--- config.mk ---
export PLATFORM = sky130hd
export DESIGN_NAME = rs232_tx
export DESIGN_NICKNAME = d
export VERILOG_FILES = /design/src/rtl/rs232_tx.sv
export SDC_FILE = /design/constraint.sdc
export NUM_CORES = 1
export LEC_CHECK = 0
export CORE_MARGIN = 2
export CORE_UTILIZATION = 48
export DETAILED_ROUTE_END_ITERATION = 10
export PLACE_DENSITY_LB_ADDON = 0.25
export RECOVER_POWER = 25
export SLEW_MARGIN = 10
export SYNTH_ARGS = -nofsm -noshare
export SYNTH_HDL_FRONTEND = slang
export SYNTH_SLANG_ARGS = --single-unit
--- constraint.sdc ---
create_clock -name clk -period 6.9 [get_ports clk]
set_input_delay 1.38 -clock clk [delete_from_list [all_inputs] [get_ports clk]]
set_output_delay 1.38 -clock clk [all_outputs]
set_load 0.005 [all_outputs]
--- src/rtl/rs232_tx.sv ---
// rs232_tx: byte-wide RS-232 serializer, 8 data bits LSB first, 1 or 2 stop bits,
// fixed integer clock divide. One byte is accepted per tx_start pulse while idle;
// tx_status is busy from acceptance until the frame ends and tx_done pulses once at the end.
//
// Optional feature: define RS_TX_PARITY_EN to insert an even-parity bit between the
// data bits and the stop bit(s). Without the macro the frame is plain 8N1/8N2.
//
// All outputs come straight from flops; no input reaches an output combinationally.

module rs232_tx #(
   parameter int unsigned P_BAUD_DIV  = 16'd434,  // clk cycles per bit, 2..65535
   parameter int unsigned P_STOP_BITS = 1         // 2 selects two stop bits, else one
) (
   input  logic       clk,
   input  logic       reset_n,
   input  logic       tx_start,
   input  logic [7:0] tx_data,
   output logic       tx_status,
   output logic       tx_done,
   output logic       txd
);

   // Baud counter reload value: a bit lasts BaudReload..0, i.e. P_BAUD_DIV cycles.
   localparam logic [15:0] BaudReload = 16'(P_BAUD_DIV - 1);
   // Index of the final stop bit, counted in the (otherwise idle) bit counter.
   localparam logic [2:0]  LastStop   = (P_STOP_BITS == 2) ? 3'd1 : 3'd0;

   typedef enum logic [2:0] {
      StIdle,
      StStart,
      StData,
      StStop
`ifdef RS_TX_PARITY_EN
      , StParity
`endif
   } state_e;

   state_e      state_q, state_d;
   logic        txd_q, txd_d;
   logic        status_q, status_d;
   logic        done_q, done_d;
   logic [7:0]  shift_q, shift_d;
   logic [15:0] baud_q, baud_d;
   logic [2:0]  bit_q, bit_d;
   logic        boundary;
`ifdef RS_TX_PARITY_EN
   logic        parity_q, parity_d;
`endif

   // Bit boundary: the edge on which the down-counter sits at zero.
   assign boundary = (baud_q == 16'd0);

   // Next-state and next-output logic for the frame sequencer.
   always_comb begin
      state_d  = state_q;
      txd_d    = txd_q;
      status_d = status_q;
      done_d   = 1'b0;
      shift_d  = shift_q;
      baud_d   = baud_q;
      bit_d    = bit_q;
`ifdef RS_TX_PARITY_EN
      parity_d = parity_q;
`endif

      // While a frame is in flight the counter free-runs and reloads at each boundary.
      if (state_q != StIdle) begin
         baud_d = boundary ? BaudReload : (baud_q - 16'd1);
      end

      unique case (state_q)
         StIdle: begin
            // Acceptance drives status and the start bit on the same edge so a
            // poll two cycles after the start pulse already sees busy.
            if (tx_start) begin
               state_d  = StStart;
               txd_d    = 1'b0;
               status_d = 1'b1;
               shift_d  = tx_data;
               baud_d   = BaudReload;
               bit_d    = 3'd0;
`ifdef RS_TX_PARITY_EN
               parity_d = ^tx_data;
`endif
            end
         end

         StStart: begin
            if (boundary) begin
               state_d = StData;
               txd_d   = shift_q[0];
               shift_d = {1'b0, shift_q[7:1]};
            end
         end

         StData: begin
            if (boundary) begin
               if (bit_q == 3'd7) begin
                  bit_d = 3'd0;
`ifdef RS_TX_PARITY_EN
                  state_d = StParity;
                  txd_d   = parity_q;
`else
                  state_d = StStop;
                  txd_d   = 1'b1;
`endif
               end else begin
                  bit_d   = bit_q + 3'd1;
                  txd_d   = shift_q[0];
                  shift_d = {1'b0, shift_q[7:1]};
               end
            end
         end

`ifdef RS_TX_PARITY_EN
         StParity: begin
            if (boundary) begin
               state_d = StStop;
               txd_d   = 1'b1;
            end
         end
`endif

         StStop: begin
            // The bit counter is reused to count stop bits.
            if (boundary) begin
               if (bit_q == LastStop) begin
                  state_d  = StIdle;
                  txd_d    = 1'b1;
                  status_d = 1'b0;
                  done_d   = 1'b1;
                  bit_d    = 3'd0;
                  baud_d   = 16'd0;
               end else begin
                  bit_d = bit_q + 3'd1;
               end
            end
         end

         default: begin
            state_d  = StIdle;
            txd_d    = 1'b1;
            status_d = 1'b0;
            bit_d    = 3'd0;
            baud_d   = 16'd0;
         end
      endcase
   end

   // State and registered outputs; reset forces the line idle-high immediately.
   always_ff @(posedge clk or negedge reset_n) begin
      if (!reset_n) begin
         state_q  <= StIdle;
         txd_q    <= 1'b1;
         status_q <= 1'b0;
         done_q   <= 1'b0;
         shift_q  <= 8'h00;
         baud_q   <= 16'd0;
         bit_q    <= 3'd0;
`ifdef RS_TX_PARITY_EN
         parity_q <= 1'b0;
`endif
      end else begin
         state_q  <= state_d;
         txd_q    <= txd_d;
         status_q <= status_d;
         done_q   <= done_d;
         shift_q  <= shift_d;
         baud_q   <= baud_d;
         bit_q    <= bit_d;
`ifdef RS_TX_PARITY_EN
         parity_q <= parity_d;
`endif
      end
   end

   assign txd       = txd_q;
   assign tx_status = status_q;
   assign tx_done   = done_q;

endmodule

==> results of run 1 <==
## metrics by stage
stage,std cells,utilization [%]
after floorplan,178,-
after global routing,242,58.0
final,242,58.0
after CTS,242,58.1
after detailed placement,234,54.6
after global placement,234,54.6
## power by group
group / leakage, uW / internal, uW / switching [uW]
combinational: 0.000480 / 5.07 / 4.59
clock: 0.0000645 / 127 / 71.4
sequential: 0.000438 / 188 / 0
## registers in the layout, indices dropped and copies added, names as in the netlist
signal,flops
baud_q,16
bit_q,3
shift_q,8
state_q,2
tx_done,1
tx_status,1
txd,1
## path summary, 6_finish.rpt
kind,slack (ns),to,cells past startpoint,startpoint
max in group clk,4.10,shift_q[0]$_DFFE_PN0P_,4,tx_start
setup reg to reg,4.13,baud_q[6]$_DFF_PN0_,7,baud_q[0]$_DFF_PN0_
hold / removal,0.49,shift_q[4]$_DFFE_PN0P_,1,shift_q[4]$_DFFE_PN0P_
setup / recovery,3.84,bit_q[0]$_DFFE_PN0P_,2,reset_n
hold reg to reg,0.49,shift_q[4]$_DFFE_PN0P_,1,shift_q[4]$_DFFE_PN0P_
min in group asynchronous,2.07,baud_q[15]$_DFF_PN0_,2,reset_n
## cell usage after synthesis, drive strengths merged
master and number:
a21oi 9, a211oi 2, ha 10, o21ai 10, buf 2, nand2 6, o31ai 2, nand4b 1
or2 2, nor3b 2, a211o 1, o2bb2ai 1, nor2 20, a21o 1, dfstp 1, o22a 1
xnor2 8, and4 2, a22oi 1, dfrtp 31, nor4b 1, nand3 3, xor2 3, nor2b 3
nor4 6, nand2b 2, a21boi 1, o31a 1, or4 3, nor3 9, or3 1, a311oi 1
inv 9, o32a 1, nand4 1, mux2 16, clkbuf 4
## kinds of logic after synthesis
logic type	Yosys count	share of synthesized area, %
AO/OA/AOI/OAI	32	11.3
XOR/XNOR	11	5.27
adder cells (fa/ha/maj)	10	6.84
buffers and inverters	15	3.22
flip-flops	32	43.9
multiplexers	16	9.86
AND/OR/NAND/NOR	62	19.6
## area by class of cell
class	instances	area, um^2	area share (%)
multi-input combinational	131	967	45.6
sequential	32	802	37.8
timing repair buffer	14	134	6.31
clock buffer	7	96.3	4.54
tap	48	60.1	2.83
inverter	9	33.8	1.59
clock inverter	1	30.0	1.41
## layer usage
metal | share of wire [%] | track usage [%] | wire length (um)
met5 | 0 | 0 | 0
met4 | 2.2 | 7.81 | 78
met3 | 2.8 | 3.60 | 98
met2 | 50 | 32.3 | 1750
met1 | 45 | 21.9 | 1570
==> summary.txt, run 1 <==
Run status
  – Outcome: complete, but fails checks
  – Failing checks: max-capacitance violations, max-slew violations

Setup path
  – Setup crit end kind: async pin
  – Worst path required time: 6.98 ns
  – Crit path max fanout: 32
  – Arrival @ worst endpoint: 3.14 ns
  – Crit path largest cell delay: 1.23 ns
  – CP Class: input port to async pin
  – CP Buf/Inv Count: 2
  – Slowest stage cell, crit path: clkbuf_1
  – Worst-path cell chain: dlygate4sd3_1 -> clkbuf_1
  – Crit start category: input port
  – CP top delay family: buffers and inverters

Drt
  – DRC errors left: 0
  – WL/cell: 14.5 um
  – Initial DRC Count: 67
  – Drt via density: 5.64
  – Pre-antenna DRT Iters: 4
  – DR vias: 1365
  – Final ANT Viol Nets: 0
  – Routed WL: 3.50 mm

Layout
  – Layout cells sized above 1: 15.5%
  – Antenna Cells: 0
  – Fillers: 336
  – Layout Cell Area excl Fill: 0.00212 mm^2
  – Most common cell after layout, fill and taps aside: dfrtp_1
  – Commonest non-fill, non-tap cells in the layout: dfrtp_1, nor2_1, mux2_2, clkdlybuf4s50_1, ha_1
  – Nets: 214
  – Area delta synth->final: 16.2%

Placement
  – Area after DPL: 0.00200 mm^2
  – Gp weighted congestion: 0.791
  – DP Wirelength: 2.50 mm
  – Port Buffers: 13
  – Dpl ws: 3.84 ns

Power and ir drop
  – P_leak: 0.000982 uW
  – Worst VDD drop: 149 uV
  – Overall power: 396 uW
  – Cell Pwr Density: 187 mW/mm^2

Die
  – Core ar.: 0.00366 mm^2
  – Row cnt: 22
  – Total die area: 0.00432 mm^2
  – Die Y: 65.7 um
  – Ports: 14
  – Die X: 65.7 um
  – Starting Density: 49.9%

STA
  – Slew HR: -13.9%
  – Final setup viols: 0
  – Post-layout minimum cycle time: 3.06 ns
  – Fmax: 0.327 GHz
  – Fin. max-slew vios: 33
  – Setup_tns: 0 ns
  – Period utilization: 44.3%
  – Fin. Hold Viols: 0
  – Unrepaired setup endpoints after global routing: false
  – Setup WS post-layout: 3.84 ns
  – Worst hold margin: 0.492 ns
  – Layout Skew: 0.00775 ns
  – Worst slew pin tran: 1.71 ns

Logic synthesis
  – Synth Register Bits: 32
  – Syn Area/Cell: 10.3 um^2
  – Yosys top cell by area: dfrtp_1
  – Register area share after synthesis: 43.9%
  – Post-Syn Instances: 178
  – Synth cell types: 45
  – Synthesized area: 0.00183 mm^2
  – Syn. warnings: 0
  – Synth top area cells: dfrtp_1, mux2_2, ha_1, xnor2_1, nor2_1
  – Syn_nets: 199
  – Synth top area share: 42.4%

Clock tree
  – H-Tree Depth: 2
  – Cts bufs inserted: 5
  – Later-pin clock latency in the skew report: 0.29 ns
  – # hold bufs at CTS: 0
  – CTS Buffer Depth: 2
  – CTS resizes: 0
  – Sinks on Clock Net: 32
  – Root Driver: clkbuf_8
  – Setup Fix Bufs, Post-CTS: 0
  – Clock Pin Slew Worst Setup and Hold Paths: 0.07 ns
  – CTS tree: done

Global route
  – Overflow left after global routing: 0
  – Gr usage total: 18.5%
  – Pin count of the biggest net entering global routing: 33
  – Vias in the first global route: 1411
  – Global-route wire length before repair: 6.10 mm
  – Initial antenna violation count: 0

Job
  – # Max-Cap Violations: 1

Worst hold path
  – Worst min path class: register to register
Note: power is estimated with default switching activity, not from simulation.
==> run 2, diff against run 1 <==
clock period = 3.2 ns   (was 6.9 ns; I/O delays follow)
==> run 2 against run 1 <==
The flow still finishes with violations (max-capacitance violations, max-slew violations). Wire length about the same. Highest routed layer unchanged. Worst setup slack worse by 3.2 ns. Non-clock buffer count grew 2. Worst hold slack barely moved. Critical path type is now register to register. Total power grew 100%. Register-to-register slack worse by 3.5 ns. Sequential share of layout area increased by 0.067 points.
==> summary.txt, run 2 (same netlist as run 1, synthesis figures left out) <==
Run status
  – Outcome: complete, but fails checks (unchanged)
  – Failing checks: max-capacitance violations, max-slew violations (unchanged)

Drt
  – Routed WL: 3.50 mm (about the same)
  – DRC errors left: 0 (unchanged)
  – Pre-antenna DRT Iters: 4 (unchanged)
  – DR vias: 1378 (was 1365)
  – Drt via density: 5.65 (was 5.64)
  – Initial DRC Count: 66 (was 67)
  – WL/cell: 14.3 um (was 14.5 um)
  – Final ANT Viol Nets: 0 (unchanged)

STA
  – Final setup viols: 0 (unchanged)
  – Layout Skew: 0.00554 ns (was 0.00775 ns)
  – Fmax: 0.384 GHz
  – Fin. max-slew vios: 33 (unchanged)
  – Slew HR: -12.4% (was -13.9%)
  – Fin. Hold Viols: 0 (unchanged)
  – Post-layout minimum cycle time: 2.61 ns
  – Period utilization: 81.4%
  – Setup_tns: 0 ns (unchanged)
  – Worst slew pin tran: 1.69 ns (was 1.71 ns)
  – Unrepaired setup endpoints after global routing: false (unchanged)

Clock tree
  – Clock Pin Slew Worst Setup and Hold Paths: 0.07 ns (about the same)
  – CTS Buffer Depth: 2 (unchanged)
  – Setup Fix Bufs, Post-CTS: 0 (unchanged)
  – Sinks on Clock Net: 32 (unchanged)
  – # hold bufs at CTS: 0 (unchanged)
  – CTS tree: done (unchanged)
  – H-Tree Depth: 2 (unchanged)
  – CTS resizes: 0 (unchanged)
  – Cts bufs inserted: 5 (unchanged)
  – Root Driver: clkbuf_8 (unchanged)
  – Later-pin clock latency in the skew report: 0.28 ns (was 0.29 ns)

Layout
  – Layout cells sized above 1: 15.8% (was 15.5%)
  – Most common cell after layout, fill and taps aside: dfrtp_1 (unchanged)
  – Antenna Cells: 0 (unchanged)
  – Largest Register: baud_q (unchanged)
  – Area delta synth->final: 15.9% (was 16.2%)
  – Leading registers by flop count: baud_q (16), shift_q (8), bit_q (3) (unchanged)
  – Commonest non-fill, non-tap cells in the layout: dfrtp_1, nor2_1, mux2_2, clkdlybuf4s50_1, ha_1 (unchanged)
  – Nets: 216 (was 214)
  – Max reg flops: 16 (unchanged)

Global route
  – Gr usage total: 19.5% (was 18.5%)
  – Global-route wire length before repair: 6.42 mm (was 6.10 mm)
  – Pin count of the biggest net entering global routing: 33 (unchanged)
  – Overflow left after global routing: 0 (unchanged)
  – Vias in the first global route: 1432 (was 1411)
  – Initial antenna violation count: 0 (unchanged)

Setup path
  – Crit start category: register (was input port)
  – Worst-path cell chain: inv_1 -> ha_1 -> nor4b_1 -> nand4_1 -> a211oi_2 -> o2bb2ai_1 -> nor2_1 (was dlygate4sd3_1 -> clkbuf_1)
  – CP top delay family: compound AO/OA/AOI/OAI gates (was buffers and inverters)
  – Worst path required time: 3.32 ns (was 6.98 ns)
  – Setup crit end kind: register (was async pin)
  – Crit path max fanout: 11 (was 32)
  – CP Buf/Inv Count: 1 (was 2)
  – Slowest stage cell, crit path: o2bb2ai_1 (was clkbuf_1)
  – CP Class: register to register (was input port to async pin)
  – Crit path largest cell delay: 0.48 ns (was 1.23 ns)
  – Arrival @ worst endpoint: 2.73 ns (was 3.14 ns)

Power and ir drop
  – Overall power: 797 uW (was 396 uW)
  – Worst VDD drop: 251 uV (was 149 uV)
  – Cell Pwr Density: 376 mW/mm^2 (was 187 mW/mm^2)
  – Psw: 151 uW (was 76.0 uW)
  – P_leak: 0.000984 uW (was 0.000982 uW)
  – Clock power share: 46.7% (was 50.2%)
  – Reg power frac: 50.8% (was 47.4%)
  – P_int: 646 uW (was 320 uW)
  – Net Sw Frac: 18.9% (was 19.2%)
  – Comb power frac: 2.6% (was 2.4%)

Placement
  – Gp weighted congestion: 0.830 (was 0.791)
  – Port Buffers: 13 (unchanged)
  – DP Wirelength: 2.64 mm (was 2.50 mm)

Job
  – # Max-Cap Violations: 1 (unchanged)

Die
  – Die Y: 65.7 um (unchanged)
  – Total die area: 0.00432 mm^2 (unchanged)
  – Die X: 65.7 um (unchanged)
  – Ports: 14 (unchanged)
  – Core ar.: 0.00366 mm^2 (unchanged)
  – Starting Density: 49.9% (unchanged)
  – Row cnt: 22 (unchanged)

Worst hold path
  – Worst min path class: register to register (unchanged)
run 2: cell types whose count changed in the layout (fill, tap and decap cells not counted):
cell | previous run | this run
clkinv_2 | 0 | 1
buf_4 | 0 | 2
clkbuf_1 | 1 | 2
clkbuf_8 | 7 | 5
run 2: routing by layer:
metal  part of all wire [%]  track usage (%)  up-vias
li1                       -                -      669
met4                    1.6             7.29        0
met5                      0                0        -
met3                    4.0             5.99        8
met1                     45             23.8      676
met2                     50             32.2       25
run 2: final timing paths:
kind / from / to / slack, ns / depth (start not counted)
worst max register to register: baud_q[0]$_DFF_PN0_ / baud_q[2]$_DFF_PN0_ / 0.59 / 7
worst min-delay path: shift_q[4]$_DFFE_PN0P_ / shift_q[4]$_DFFE_PN0P_ / 0.49 / 1
min in group asynchronous: reset_n / shift_q[6]$_DFFE_PN0P_ / 1.33 / 2
worst max-delay path: baud_q[0]$_DFF_PN0_ / baud_q[2]$_DFF_PN0_ / 0.59 / 7
max in group asynchronous: reset_n / bit_q[2]$_DFFE_PN0P_ / 0.89 / 2
worst min register to register: shift_q[4]$_DFFE_PN0P_ / shift_q[4]$_DFFE_PN0P_ / 0.49 / 1
run 2: stage by stage:
stage | setup slack (ns) | utilization [%] | cell area (um^2) | hold slack, ns | instances
after global routing | 0.310 | 57.9 | 2120 | 0.519 | 244
after floorplan | 0.881 | - | 1830 | 0.344 | 178
final | 0.594 | 57.9 | 2120 | 0.492 | 244
after detailed placement | 0.595 | 55.1 | 2020 | 0.479 | 236
after CTS | 0.577 | 58.0 | 2120 | 0.495 | 244
after global placement | 0.741 | 55.1 | 2020 | 0.470 | 236
run 2: power groups by stage:
stage	sequential (uW)	combinational [uW]	clock, uW
floorplan	412	0.458	0
global placement	412	21.7	0
detailed placement	412	22.1	0
CTS	404	22.3	383
global route	404	23.2	404
finish	405	20.5	372
run 2: final cells by class:
type | count | area, um^2
fill | 316 | 1540
multi-input combinational | 131 | 967
sequential | 32 | 802
timing repair buffer | 16 | 149
clock buffer | 6 | 72.6
tap | 48 | 60.1
clock inverter | 2 | 35.0
inverter | 9 | 33.8
==> run 3, diff against run 2 <==
clock period = 2.4 ns   (was 3.2 ns; I/O delays follow)
==> run 3 against run 2 <==
The flow now finishes without violations. Final cell count grew 4.5%. Total power grew 42%. First-iteration DRC count grew 11%. Cell area grew 5.0%. Critical path depth is the same. Global-route usage shrank 0.10 points. Non-clock buffer count grew 11. Highest routed layer unchanged.
==> summary.txt, run 3 (same netlist as run 1, synthesis figures left out) <==
Job
  – # Max-Cap Violations: 0 (was 1)

Layout
  – Max reg flops: 16 (unchanged)
  – Layout Cells excl Fill: 255 (was 244)
  – Largest Register: baud_q (unchanged)
  – Antenna Cells: 0 (unchanged)
  – Area delta synth->final: 21.8% (was 15.9%)
  – Commonest non-fill, non-tap cells in the layout: dfrtp_1, nor2_1, buf_4 (was dfrtp_1, nor2_1, mux2_2, clkdlybuf4s50_1, ha_1)
  – Most common cell after layout, fill and taps aside: dfrtp_1 (unchanged)
  – Leading registers by flop count: baud_q (16), shift_q (8), bit_q (3) (unchanged)
  – Layout cells sized above 1: 21.7% (was 15.8%)
  – Nets: 227 (was 216)

Global route
  – Global-route wire length before repair: 6.36 mm (was 6.42 mm)
  – Overflow left after global routing: 0 (unchanged)
  – Initial antenna violation count: 0 (unchanged)
  – Gr usage total: 19.4% (was 19.5%)
  – Met1 Use GR: 23.7% (was 23.8%)
  – Vias in the first global route: 1434 (was 1432)
  – Met3 Resource Use GR: 4.62% (was 5.99%)
  – Pin count of the biggest net entering global routing: 33 (unchanged)
  – M2 GR Usage: 32.4% (was 32.2%)
  – Gr busiest metal: met2 (unchanged)

Placement
  – DP Wirelength: 2.61 mm (was 2.64 mm)
  – Dpl ws: 0.0531 ns (was 0.595 ns)
  – Placed Cells incl. Taps: 247 (was 236)
  – Gp weighted congestion: 0.850 (was 0.830)
  – Port Buffers: 13 (unchanged)

Setup path
  – Worst-path cell chain: inv_1 -> ha_1 -> or4_4 -> or4_4 -> nor4_4 -> xnor2_1 -> nor2_2 (was inv_1 -> ha_1 -> nor4b_1 -> nand4_1 -> a211oi_2 -> o2bb2ai_1 -> nor2_1)
  – Top cell by count, worst path: or4_4
  – CP Buf/Inv Count: 1 (unchanged)
  – Crit path max fanout: 6 (was 11)
  – Worst path required time: 2.58 ns (was 3.32 ns)
  – CP Class: register to register (unchanged)
  – Crit start category: register (unchanged)
  – Setup crit end kind: register (unchanged)
  – Arrival @ worst endpoint: 2.43 ns (was 2.73 ns)
  – Slowest stage cell, crit path: or4_4 (was o2bb2ai_1)
  – CP top delay family: simple AND/OR/NAND/NOR gates (was compound AO/OA/AOI/OAI gates)
  – Crit path largest cell delay: 0.56 ns (was 0.48 ns)

STA
  – Fin. Hold Viols: 0 (unchanged)
  – Post-layout minimum cycle time: 2.25 ns (was 2.61 ns)
  – Period utilization: 93.9% (was 81.4%)
  – Setup WS post-layout: 0.146 ns (was 0.594 ns)
  – Final setup viols: 0 (unchanged)
  – Worst slew pin tran: 0.808 ns (was 1.69 ns)
  – Fin. max-slew vios: 0 (was 33)
  – Worst hold margin: 0.492 ns (about the same)
  – Slew HR: 46.2% (was -12.4%)
  – Fmax: 0.444 GHz (was 0.384 GHz)
  – Setup_tns: 0 ns (unchanged)
  – Layout Skew: 0.00553 ns (was 0.00554 ns)
  – Unrepaired setup endpoints after global routing: false (unchanged)

Clock tree
  – CTS tree: done (unchanged)
  – CTS resizes: 0 (unchanged)
  – Later-pin clock latency in the skew report: 0.29 ns (was 0.28 ns)
  – Root Driver: clkbuf_8 (unchanged)
  – CTS Buffer Depth: 2 (unchanged)
  – Cts bufs inserted: 5 (unchanged)
  – # hold bufs at CTS: 0 (unchanged)
  – Sinks on Clock Net: 32 (unchanged)
  – Setup Fix Bufs, Post-CTS: 0 (unchanged)
  – Clock Pin Slew Worst Setup and Hold Paths: 0.07 ns (about the same)
  – H-Tree Depth: 2 (unchanged)

Die
  – Row cnt: 22 (unchanged)
  – Starting Density: 49.9% (unchanged)
  – Die Y: 65.7 um (unchanged)
  – Die X: 65.7 um (unchanged)
  – Core ar.: 0.00366 mm^2 (unchanged)
  – Total die area: 0.00432 mm^2 (unchanged)
  – Ports: 14 (unchanged)

Drt
  – WL/cell: 14.2 um (was 14.3 um)
  – Drt via density: 5.62 (was 5.65)
  – DR vias: 1434 (was 1378)
  – Final ANT Viol Nets: 0 (unchanged)
  – DRC errors left: 0 (unchanged)
  – Routed WL: 3.63 mm (was 3.50 mm)
  – Pre-antenna DRT Iters: 4 (unchanged)
  – Initial DRC Count: 73 (was 66)

Power and ir drop
  – Worst VDD drop: 405 uV (was 251 uV)
  – P_leak: 0.00105 uW (was 0.000984 uW)
  – Overall power: 1130 uW (was 797 uW)
  – Cell Pwr Density: 510 mW/mm^2 (was 376 mW/mm^2)

Run status
  – Outcome: finished, final reports clean (was complete, but fails checks)

Worst hold path
  – Worst min path class: register to register (unchanged)
## run 3: cell count changes in the layout (fill, tap and decap cells not counted), sizes merged
cell / change
buf: +11
clkbuf: +1
clkinv: -1
## run 3: worst paths after layout
kind	to	start	slack, ns	cells after the start
max	baud_q[15]$_DFF_PN0_	state_q[0]$_DFFE_PN0P_	0.15	7
max in group asynchronous	baud_q[0]$_DFF_PN0_	reset_n	1.09	2
min reg2reg	shift_q[1]$_DFFE_PN0P_	shift_q[1]$_DFFE_PN0P_	0.49	1
min in group asynchronous	baud_q[12]$_DFF_PN0_	reset_n	0.81	2
max reg2reg	baud_q[15]$_DFF_PN0_	state_q[0]$_DFFE_PN0P_	0.15	7
min	shift_q[1]$_DFFE_PN0P_	shift_q[1]$_DFFE_PN0P_	0.49	1
## run 3: layout make-up
class	count	area [um^2]
Clock inverter	1	30.0
Sequential cell	32	802
Clock buffer	7	96.3
Fill cell	309	1440
Tap cell	48	60.1
Inverter	9	33.8
Multi-Input combinational cell	131	971
Timing Repair Buffer	27	233
## run 3: report_power, final
| group | switching [uW] | leakage (uW) | internal, uW |
|---|---|---|---|
| clock network | 201 | 0.0000645 | 366 |
| registers | 0 | 0.000438 | 539 |
| logic | 13.2 | 0.000548 | 14.8 |
| total | 214 | 0.00105 | 920 |
## run 3: worst reg2reg max path: cells and delay by family (launching register included)
kind	cells	cell delay [ns]
DFF	1	0.37
adders and majority gates	1	0.21
buffers and inverters	1	0.06
xor gates and xnor gates	1	0.17
and+or+nand+nor	4	1.34
## run 3: layer usage
layer,part of all wire [%],vias to the layer above
li1,-,692
met1,43,709
met2,51,25
met3,3.9,8
met4,2.3,0
met5,0,-
## run 3: metrics by stage
stage	cell area, um^2	utilization, %
6_report	2230	60.8
5_1_grt	2230	60.8
4_1_cts	2220	60.8
3_5_place_dp	2100	57.3
3_3_place_gp	2100	57.3
2_1_floorplan	1830	-
